<file path="config.mk">
export PLATFORM = sky130hd
export DESIGN_NAME = mc_controller_flat
export DESIGN_NICKNAME = d
export VERILOG_FILES = /design/src/rtl/mc_controller_if.sv /design/src/rtl/mc_controller.sv /design/src/flat_wrapper.sv
export SDC_FILE = /design/constraint.sdc
export NUM_CORES = 1
export LEC_CHECK = 0
export CORE_MARGIN = 2
export CORE_UTILIZATION = 43
export CTS_CLUSTER_DIAMETER = 60
export DETAILED_ROUTE_END_ITERATION = 7
export PLACE_DENSITY = 0.77
export SETUP_SLACK_MARGIN = 0.02
export SLEW_MARGIN = 5
export SYNTH_ARGS = -nofsm -noshare
export SYNTH_HDL_FRONTEND = slang
export SYNTH_SLANG_ARGS = --single-unit
</file>
<file path="constraint.sdc">
create_clock -name clk -period 1.9 [get_ports clk]
set_input_delay 0.38 -clock clk [delete_from_list [all_inputs] [get_ports clk]]
set_output_delay 0.38 -clock clk [all_outputs]
set_load 0.03 [all_outputs]
</file>
<file path="src/rtl/mc_controller_if.sv">
// Control bus between the multi-cycle controller (master) and its datapath (slave):
// instruction fields and the ALU flag come in, all datapath enables and selects go out.
interface mc_controller_if #(
    parameter int ALUOP_W = 3
);
    logic [5:0]         op;
    logic [5:0]         funct;
    logic               zero;
    logic               PCWrite;
    logic [1:0]         PCSrc;
    logic               IRWrite;
    logic [1:0]         RegDst;
    logic               ALUSrc;
    logic               RegWrite;
    logic               MemRead;
    logic               MemWrite;
    logic [1:0]         MemtoReg;
    logic               ExtOp;
    logic [ALUOP_W-1:0] ALUOp;
    logic               done;
    logic               illegal;
    logic [3:0]         state;

    modport master (
        input  op, funct, zero,
        output PCWrite, PCSrc, IRWrite, RegDst, ALUSrc, RegWrite, MemRead,
               MemWrite, MemtoReg, ExtOp, ALUOp, done, illegal, state
    );

    modport slave (
        output op, funct, zero,
        input  PCWrite, PCSrc, IRWrite, RegDst, ALUSrc, RegWrite, MemRead,
               MemWrite, MemtoReg, ExtOp, ALUOp, done, illegal, state
    );
endinterface

</file>
<file path="src/rtl/mc_controller.sv">
// Multi-cycle MIPS-subset controller: Moore FSM with a per-state wait counter that
// stretches the memory states by MEM_LAT cycles.
module mc_controller #(
    parameter int MEM_LAT = 0,
    parameter int ALUOP_W = 3
) (
    input  logic              clk,
    input  logic              reset,
    mc_controller_if.master   bus
);
    typedef enum logic [3:0] {
        S_FETCH   = 4'd0,  S_DECODE = 4'd1, S_EXE_R  = 4'd2,  S_EXE_I = 4'd3,
        S_MEM_ADR = 4'd4,  S_MEM_RD = 4'd5, S_MEM_WR = 4'd6,  S_WB_R  = 4'd7,
        S_WB_I    = 4'd8,  S_WB_MEM = 4'd9, S_BRANCH = 4'd10, S_JUMP  = 4'd11
    } state_t;

    localparam logic [5:0] OP_R   = 6'b000000, OP_J   = 6'b000010, OP_JAL = 6'b000011,
                           OP_BEQ = 6'b000100, OP_ORI = 6'b001101, OP_LUI = 6'b001111,
                           OP_LW  = 6'b100011, OP_SW  = 6'b101011;
    localparam logic [5:0] FN_ADDU = 6'b100001, FN_SUBU = 6'b100011, FN_JR = 6'b001000;

    state_t     state_q, state_d;
    logic [3:0] cnt_q, cnt_d;
    logic       last;

    logic       pc_write, ir_write, alu_src, reg_write, mem_read, mem_write, ext_op;
    logic       done_c, illegal_c;
    logic [1:0] pc_src, reg_dst, memto_reg;
    logic [2:0] alu_op;

    always_ff @(posedge clk or posedge reset) begin
        if (reset) begin
            state_q <= S_FETCH;
            cnt_q   <= 4'd0;
        end else begin
            state_q <= state_d;
            cnt_q   <= cnt_d;
        end
    end

    always_comb begin
        state_d   = state_q;
        pc_write  = 1'b0;
        pc_src    = 2'b00;
        ir_write  = 1'b0;
        reg_dst   = 2'b00;
        alu_src   = 1'b0;
        reg_write = 1'b0;
        mem_read  = 1'b0;
        mem_write = 1'b0;
        memto_reg = 2'b00;
        ext_op    = 1'b0;
        alu_op    = 3'b000;
        done_c    = 1'b0;
        illegal_c = 1'b0;
        last      = (cnt_q == 4'(MEM_LAT));
        case (state_q)
            S_FETCH: begin
                mem_read = 1'b1;
                if (last) begin
                    ir_write = 1'b1;
                    pc_write = 1'b1;
                    state_d  = S_DECODE;
                end
            end
            S_DECODE: begin
                case (bus.op)
                    OP_R: begin
                        if (bus.funct == FN_ADDU || bus.funct == FN_SUBU) state_d = S_EXE_R;
                        else if (bus.funct == FN_JR)                      state_d = S_JUMP;
                        else begin
                            illegal_c = 1'b1;
                            done_c    = 1'b1;
                            state_d   = S_FETCH;
                        end
                    end
                    OP_LW, OP_SW:   state_d = S_MEM_ADR;
                    OP_BEQ:         state_d = S_BRANCH;
                    OP_ORI, OP_LUI: state_d = S_EXE_I;
                    OP_J, OP_JAL:   state_d = S_JUMP;
                    default: begin
                        illegal_c = 1'b1;
                        done_c    = 1'b1;
                        state_d   = S_FETCH;
                    end
                endcase
            end
            S_EXE_R: state_d = S_WB_R;
            S_WB_R: begin
                reg_dst   = 2'b01;
                reg_write = 1'b1;
                done_c    = 1'b1;
                state_d   = S_FETCH;
            end
            S_EXE_I: begin
                if (bus.op == OP_LUI) begin
                    alu_op = 3'b011;
                end else begin
                    alu_src = 1'b1;
                    ext_op  = 1'b1;
                    alu_op  = 3'b111;
                end
                state_d = S_WB_I;
            end
            S_WB_I: begin
                reg_write = 1'b1;
                memto_reg = (bus.op == OP_LUI) ? 2'b01 : 2'b00;
                done_c    = 1'b1;
                state_d   = S_FETCH;
            end
            S_MEM_ADR: begin
                alu_src = 1'b1;
                alu_op  = 3'b001;
                state_d = (bus.op == OP_SW) ? S_MEM_WR : S_MEM_RD;
            end
            S_MEM_RD: begin
                mem_read = 1'b1;
                if (last) state_d = S_WB_MEM;
            end
            S_MEM_WR: begin
                mem_write = 1'b1;
                if (last) begin
                    done_c  = 1'b1;
                    state_d = S_FETCH;
                end
            end
            S_WB_MEM: begin
                memto_reg = 2'b10;
                reg_write = 1'b1;
                done_c    = 1'b1;
                state_d   = S_FETCH;
            end
            S_BRANCH: begin
                alu_op   = 3'b010;
                pc_src   = 2'b01;
                pc_write = bus.zero;
                done_c   = 1'b1;
                state_d  = S_FETCH;
            end
            S_JUMP: begin
                pc_write = 1'b1;
                pc_src   = (bus.op == OP_R) ? 2'b11 : 2'b10;
                if (bus.op == OP_JAL) begin
                    reg_dst   = 2'b10;
                    memto_reg = 2'b11;
                    reg_write = 1'b1;
                end
                done_c  = 1'b1;
                state_d = S_FETCH;
            end
            default: state_d = S_FETCH;
        endcase
        // Counter restarts on any state change and saturates rather than wrapping.
        if (state_d != state_q)  cnt_d = 4'd0;
        else if (cnt_q != 4'hF)  cnt_d = cnt_q + 4'd1;
        else                     cnt_d = cnt_q;
    end

    // Reset gates every output combinationally so nothing leaks while reset is held.
    assign bus.PCWrite  = pc_write  & ~reset;
    assign bus.PCSrc    = reset ? 2'b00 : pc_src;
    assign bus.IRWrite  = ir_write  & ~reset;
    assign bus.RegDst   = reset ? 2'b00 : reg_dst;
    assign bus.ALUSrc   = alu_src   & ~reset;
    assign bus.RegWrite = reg_write & ~reset;
    assign bus.MemRead  = mem_read  & ~reset;
    assign bus.MemWrite = mem_write & ~reset;
    assign bus.MemtoReg = reset ? 2'b00 : memto_reg;
    assign bus.ExtOp    = ext_op    & ~reset;
    assign bus.ALUOp    = reset ? '0 : ALUOP_W'(alu_op);
    assign bus.done     = done_c    & ~reset;
    assign bus.illegal  = illegal_c & ~reset;
    assign bus.state    = reset ? 4'd0 : state_q;
endmodule

</file>
<file path="src/flat_wrapper.sv">
// flat-port wrapper written by rule: the top's interface ports become plain ports
module mc_controller_flat 
#(
    parameter int MEM_LAT = 0,
    parameter int ALUOP_W = 3
)
  (clk, reset, bus_op, bus_funct, bus_zero, bus_PCWrite, bus_PCSrc, bus_IRWrite, bus_RegDst, bus_ALUSrc, bus_RegWrite, bus_MemRead, bus_MemWrite, bus_MemtoReg, bus_ExtOp, bus_ALUOp, bus_done, bus_illegal, bus_state);
  mc_controller_if #(.ALUOP_W(ALUOP_W)) bus_i ();
  input  logic clk;
  input  logic reset;
  input wire logic [$bits(bus_i.op)-1:0] bus_op;
  input wire logic [$bits(bus_i.funct)-1:0] bus_funct;
  input wire logic [$bits(bus_i.zero)-1:0] bus_zero;
  output wire logic [$bits(bus_i.PCWrite)-1:0] bus_PCWrite;
  output wire logic [$bits(bus_i.PCSrc)-1:0] bus_PCSrc;
  output wire logic [$bits(bus_i.IRWrite)-1:0] bus_IRWrite;
  output wire logic [$bits(bus_i.RegDst)-1:0] bus_RegDst;
  output wire logic [$bits(bus_i.ALUSrc)-1:0] bus_ALUSrc;
  output wire logic [$bits(bus_i.RegWrite)-1:0] bus_RegWrite;
  output wire logic [$bits(bus_i.MemRead)-1:0] bus_MemRead;
  output wire logic [$bits(bus_i.MemWrite)-1:0] bus_MemWrite;
  output wire logic [$bits(bus_i.MemtoReg)-1:0] bus_MemtoReg;
  output wire logic [$bits(bus_i.ExtOp)-1:0] bus_ExtOp;
  output wire logic [$bits(bus_i.ALUOp)-1:0] bus_ALUOp;
  output wire logic [$bits(bus_i.done)-1:0] bus_done;
  output wire logic [$bits(bus_i.illegal)-1:0] bus_illegal;
  output wire logic [$bits(bus_i.state)-1:0] bus_state;
  assign bus_i.op = bus_op;
  assign bus_i.funct = bus_funct;
  assign bus_i.zero = bus_zero;
  assign bus_PCWrite = bus_i.PCWrite;
  assign bus_PCSrc = bus_i.PCSrc;
  assign bus_IRWrite = bus_i.IRWrite;
  assign bus_RegDst = bus_i.RegDst;
  assign bus_ALUSrc = bus_i.ALUSrc;
  assign bus_RegWrite = bus_i.RegWrite;
  assign bus_MemRead = bus_i.MemRead;
  assign bus_MemWrite = bus_i.MemWrite;
  assign bus_MemtoReg = bus_i.MemtoReg;
  assign bus_ExtOp = bus_i.ExtOp;
  assign bus_ALUOp = bus_i.ALUOp;
  assign bus_done = bus_i.done;
  assign bus_illegal = bus_i.illegal;
  assign bus_state = bus_i.state;
  mc_controller #(.MEM_LAT(MEM_LAT), .ALUOP_W(ALUOP_W)) u_core (.clk(clk), .reset(reset), .bus(bus_i));
endmodule
</file>
==> results.py <==
metrics = {
    "clocking": {
        "root_buffer": "sky130_fd_sc_hd__clkbuf_4",
        "clock_latency_reported_for_the_late_side_of_the_worst_skew_pair_ps": 270,
        "clock_path_buffers": 2,
        "cts_tree": "yes",
        "cts.sinks": 8,
        "clk_pin_slew_worst_paths_ps": 60,
        "cts_inserted_buffers": 3,
        "htreeDepth": 1,
        "post_cts_hold_buffer_count": 0,
    },
    "synthesis": {
        "async_s_r_ff_share_synth_pct": 100,
        "yosys_warnings": 0,
        "cells_after_synth": 136,
        "synth.ff_latch_count": 8,
        "synth_flop_cell": "sky130_fd_sc_hd__dfrtp_1",
        "main_combinational_cell_family_by_area_after_synthesis": "simple AND/OR/NAND/NOR gates",
        "synth_mux_area_share_pct": 2.94,
        "post_synthesis_instance_area_um2": 1060,
        "post_synth_fa_ha_maj_area_fraction_pct": 2.35,
        "compound_gate_fraction_of_synth_area_pct": 20.1,
        "synth_sequential_area_ratio_pct": 18.8,
        "synth_xor_xnor_area_share_pct": 2.47,
        "syn_avg_cell_area_um2": 7.82,
        "synth_enable_flop_cells": 0,
        "synth_cell_types": 52,
        "synth-simple-area-share_pct": 45.4,
        "synth_nets": 153,
    },
    "grt": {
        "grt_start_max_net_pins": 15,
        "first_global_vias": 1423,
        "met1_usage_pct": 37.4,
        "use_met3_pct": 5.00,
        "global_route.peak_usage_layer": "met2",
        "met2_usage_pct": 56.5,
        "overflow_after_grt": 0,
        "globalRouteTotalUtil_pct": 31.9,
        "number_of_antenna_violations_at_the_first_check_in_global_routing": 0,
        "grt_pass1_wl_mm": 6.59,
    },
    "routing": {
        "route.detailed.vias_per_inst": 5.96,
        "drt-pass1-iter-count": 4,
        "drt-wirelength-per-cell_um": 18.7,
        "routed_wirelength_mm": 4.84,
        "ant_nets": 0,
        "drt_first_iter_violations": 55,
        "via_count": 1537,
        "post-route-drc-count": 0,
    },
    "floorplanning": {
        "num_rows": 18,
        "die_h_um": 53.7,
        "fp.dieW_um": 53.7,
        "num_ports": 37,
        "effective_utilization_at_floorplan_pct": 44.1,
        "die_area_um2": 2890,
        "placeableCoreArea_um2": 2410,
    },
    "finish": {
        "final_area_um2": 2150,
        "mostFrequentLayoutCell": "sky130_fd_sc_hd__buf_4",
        "finalNetCount": 247,
        "sequential_cell_area_um2": 204,
        "post_route_cells_drive_above_1_share_pct": 64.5,
        "layout-area-overhead-vs-synth_pct": 102,
        "multi_input_comb_area_um2": 987,
        "most-common-layout-cells": "sky130_fd_sc_hd__buf_4 (57), sky130_fd_sc_hd__buf_6 (31), sky130_fd_sc_hd__nand2_1 (12)",
        "n_antenna_cell": 0,
        "nFillCells": 99,
    },
    "setup_path": {
        "path_max_fanout": 2,
        "required_ps": 1520,
        "worst_setup_path_startpoint": "bus_funct[5]",
        "rr_startpoint": "u_core.cnt_q[1]",
        "endpoint_kind": "primary output",
        "path_class": "primary input to primary output",
        "critPathBufInv": 2,
        "cp_cell_sequence": "buf_8 > and3b_1 > o211ai_1 > nand4_1 > a2111oi_4 > or2_1 > buf_6",
        "worstRegToRegCells": 8,
        "worst_path_largest_cell_delay_ps": 470,
        "worst_flop_to_flop_path_endpoint": "u_core.cnt_q[2]",
        "regToRegSetupSlack_ps": 80,
        "worst_path_dominant_cell_family": "compound AO/OA/AOI/OAI gates",
        "worst-endpoint-arrival_ps": 1830,
        "setup.worst_path.start_class": "primary input",
        "cp_slowest_cell": "sky130_fd_sc_hd__a2111oi_4",
    },
    "worst_hold_path": {
        "min-delay-path-class": "primary input to asynchronous set/reset pin",
    },
    "sta": {
        "skew_ps": 2.05,
        "grt_setup_unrepaired": "true",
        "fin_hold_ws_ps": 228,
        "report.final.slew_viol_count": 0,
        "final.setup.worst_slack_ps": -307,
        "shortest_period_the_worst_path_allows_ps": 2210,
        "timing.setup.tns_ps": -2440,
        "timing_hold_violations_final": 0,
        "timing.slew.headroom_pct": 77.9,
        "finalCritPeriodShare_pct": 116,
        "max_freq_ghz": 0.453,
        "tightestPinTransition_ps": 327,
        "finalSetupViolations": 11,
    },
    "run_status": {
        "violations": "setup timing",
        "status": "finished, violations left",
    },
    "pwr": {
        "power_per_cell_area_nw_per_um2": 1240,
        "swShare_pct": 49.0,
        "p_leak_nw": 0.963,
        "power_switching_mw": 1.31,
        "internal_power_mw": 1.36,
        "seq_power_share_pct": 10.9,
        "ir_worst_vdd_mv": 0.919,
        "comb_power_share_pct": 83.8,
        "p_clk_share_pct": 5.3,
    },
    "run": {
        "max_cap_viol_count": 0,
    },
    "placed_design": {
        "place.gp.congestion": 0.945,
        "dpl_cell_area_um2": 1720,
        "place.detailed.hpwl_mm": 2.74,
        "portBuffers": 36,
    },
}
[cell families after synthesis]
logic type               count (synthesis)
adder cells (fa/ha/maj)                  2
AND/OR/NAND/NOR                         77
buffers and inverters                   15
flip-flops                               8
XOR/XNOR                                 3
multiplexers                             3
AO/OA/AOI/OAI                           28
[worst reg2reg max path, cell delays in order, from the launching register on]
cell	delay [ps]
sky130_fd_sc_hd__dfrtp_1	360
sky130_fd_sc_hd__inv_1	60
sky130_fd_sc_hd__ha_2	180
sky130_fd_sc_hd__nor3b_4	160
sky130_fd_sc_hd__buf_4	160
sky130_fd_sc_hd__o21ai_1	240
sky130_fd_sc_hd__o211a_1	250
sky130_fd_sc_hd__nand4_4	150
sky130_fd_sc_hd__nor3_2	200
[sequential cells by signal, summed over array words and instances, names as in the netlist]
register	flops
u_core.state_q	4
u_core.cnt_q	4
[cells in the mapped netlist (2+ instances only)]
| library cell | instances | share of area, % |
|---|---|---|
| sky130_fd_sc_hd__o211ai_1 | 3 | 2.1 |
| sky130_fd_sc_hd__dfrtp_1 | 8 | 19 |
| sky130_fd_sc_hd__a21oi_1 | 5 | 2.4 |
| sky130_fd_sc_hd__nor2b_1 | 2 | 1.2 |
| sky130_fd_sc_hd__nor4_1 | 4 | 2.4 |
| sky130_fd_sc_hd__mux2i_1 | 2 | 1.9 |
| sky130_fd_sc_hd__or4_4 | 2 | 2.1 |
| sky130_fd_sc_hd__nand3_1 | 8 | 3.8 |
| sky130_fd_sc_hd__a31oi_1 | 2 | 1.2 |
| sky130_fd_sc_hd__nand2_1 | 13 | 4.6 |
| sky130_fd_sc_hd__inv_1 | 4 | 1.4 |
| sky130_fd_sc_hd__xnor2_1 | 2 | 1.6 |
| sky130_fd_sc_hd__nor3_1 | 4 | 1.9 |
| sky130_fd_sc_hd__o21a_1 | 2 | 1.4 |
| sky130_fd_sc_hd__buf_6 | 3 | 3.2 |
| sky130_fd_sc_hd__nand4_1 | 2 | 1.2 |
| sky130_fd_sc_hd__nor3_2 | 2 | 1.9 |
| sky130_fd_sc_hd__and3_1 | 3 | 1.8 |
| sky130_fd_sc_hd__o21ai_0 | 5 | 2.4 |
| sky130_fd_sc_hd__nor2_1 | 15 | 5.3 |
| sky130_fd_sc_hd__nand2_2 | 2 | 1.2 |
| sky130_fd_sc_hd__nor2_2 | 4 | 2.4 |
| sky130_fd_sc_hd__ha_1 | 2 | 2.4 |
| sky130_fd_sc_hd__clkbuf_1 | 2 | 0.71 |
| sky130_fd_sc_hd__nand2b_1 | 5 | 2.9 |
| sky130_fd_sc_hd__buf_2 | 4 | 1.9 |
[per-stage QoR]
step                total power, mW  util, %  std cells  worst slack [ps]
floorplan                      1.34        -        136              -258
global placement               1.88     71.5        234              -823
detailed placement             1.93     71.5        234              -844
CTS                            2.32     83.4        250              -234
global route                   2.78     89.3        258              -336
finish                         2.67     89.3        258              -307
[per-layer routing]
metal	vias up	share of wire (%)	routed length, um
li1	683	-	-
met1	740	39	1890
met2	95	51	2490
met3	19	6.0	288
met4	0	3.4	166
met5	-	0	0
[area by class of cell]
class	instances	share of cell area (%)
flip-flops and latches	8	9.48
clock buffers	3	1.05
multi-input cells	113	45.9
well taps	30	1.75
repair buffers	99	40.8
inverters	5	0.989
[power by group through the flow]
stage / combinational (mW) / clock, mW / sequential (mW)
finish: 2.24 / 0.142 / 0.291
global route: 2.34 / 0.148 / 0.293
CTS: 1.89 / 0.141 / 0.284
detailed placement: 1.64 / 0 / 0.292
global placement: 1.60 / 0 / 0.288
floorplan: 1.08 / 0 / 0.263
[how the worst max path moves through the flow]
stage | end | slack, ps | cells after the start
2_1_floorplan | bus_done | -260 | 6
3_3_place_gp | bus_ALUSrc | -820 | 7
3_5_place_dp | bus_ALUSrc | -840 | 7
4_1_cts | bus_RegWrite | -230 | 8
5_1_grt | bus_RegWrite | -340 | 6
6_report | bus_done | -310 | 7
[repair_timing]
action	4_1_cts	5_1_grt
gates resized for setup	96	20
pin swaps	17	12
buffers inserted	13	8
endpoints found under the setup margin	17	18
No activity file was read; power rests on OpenSTA's default activity.
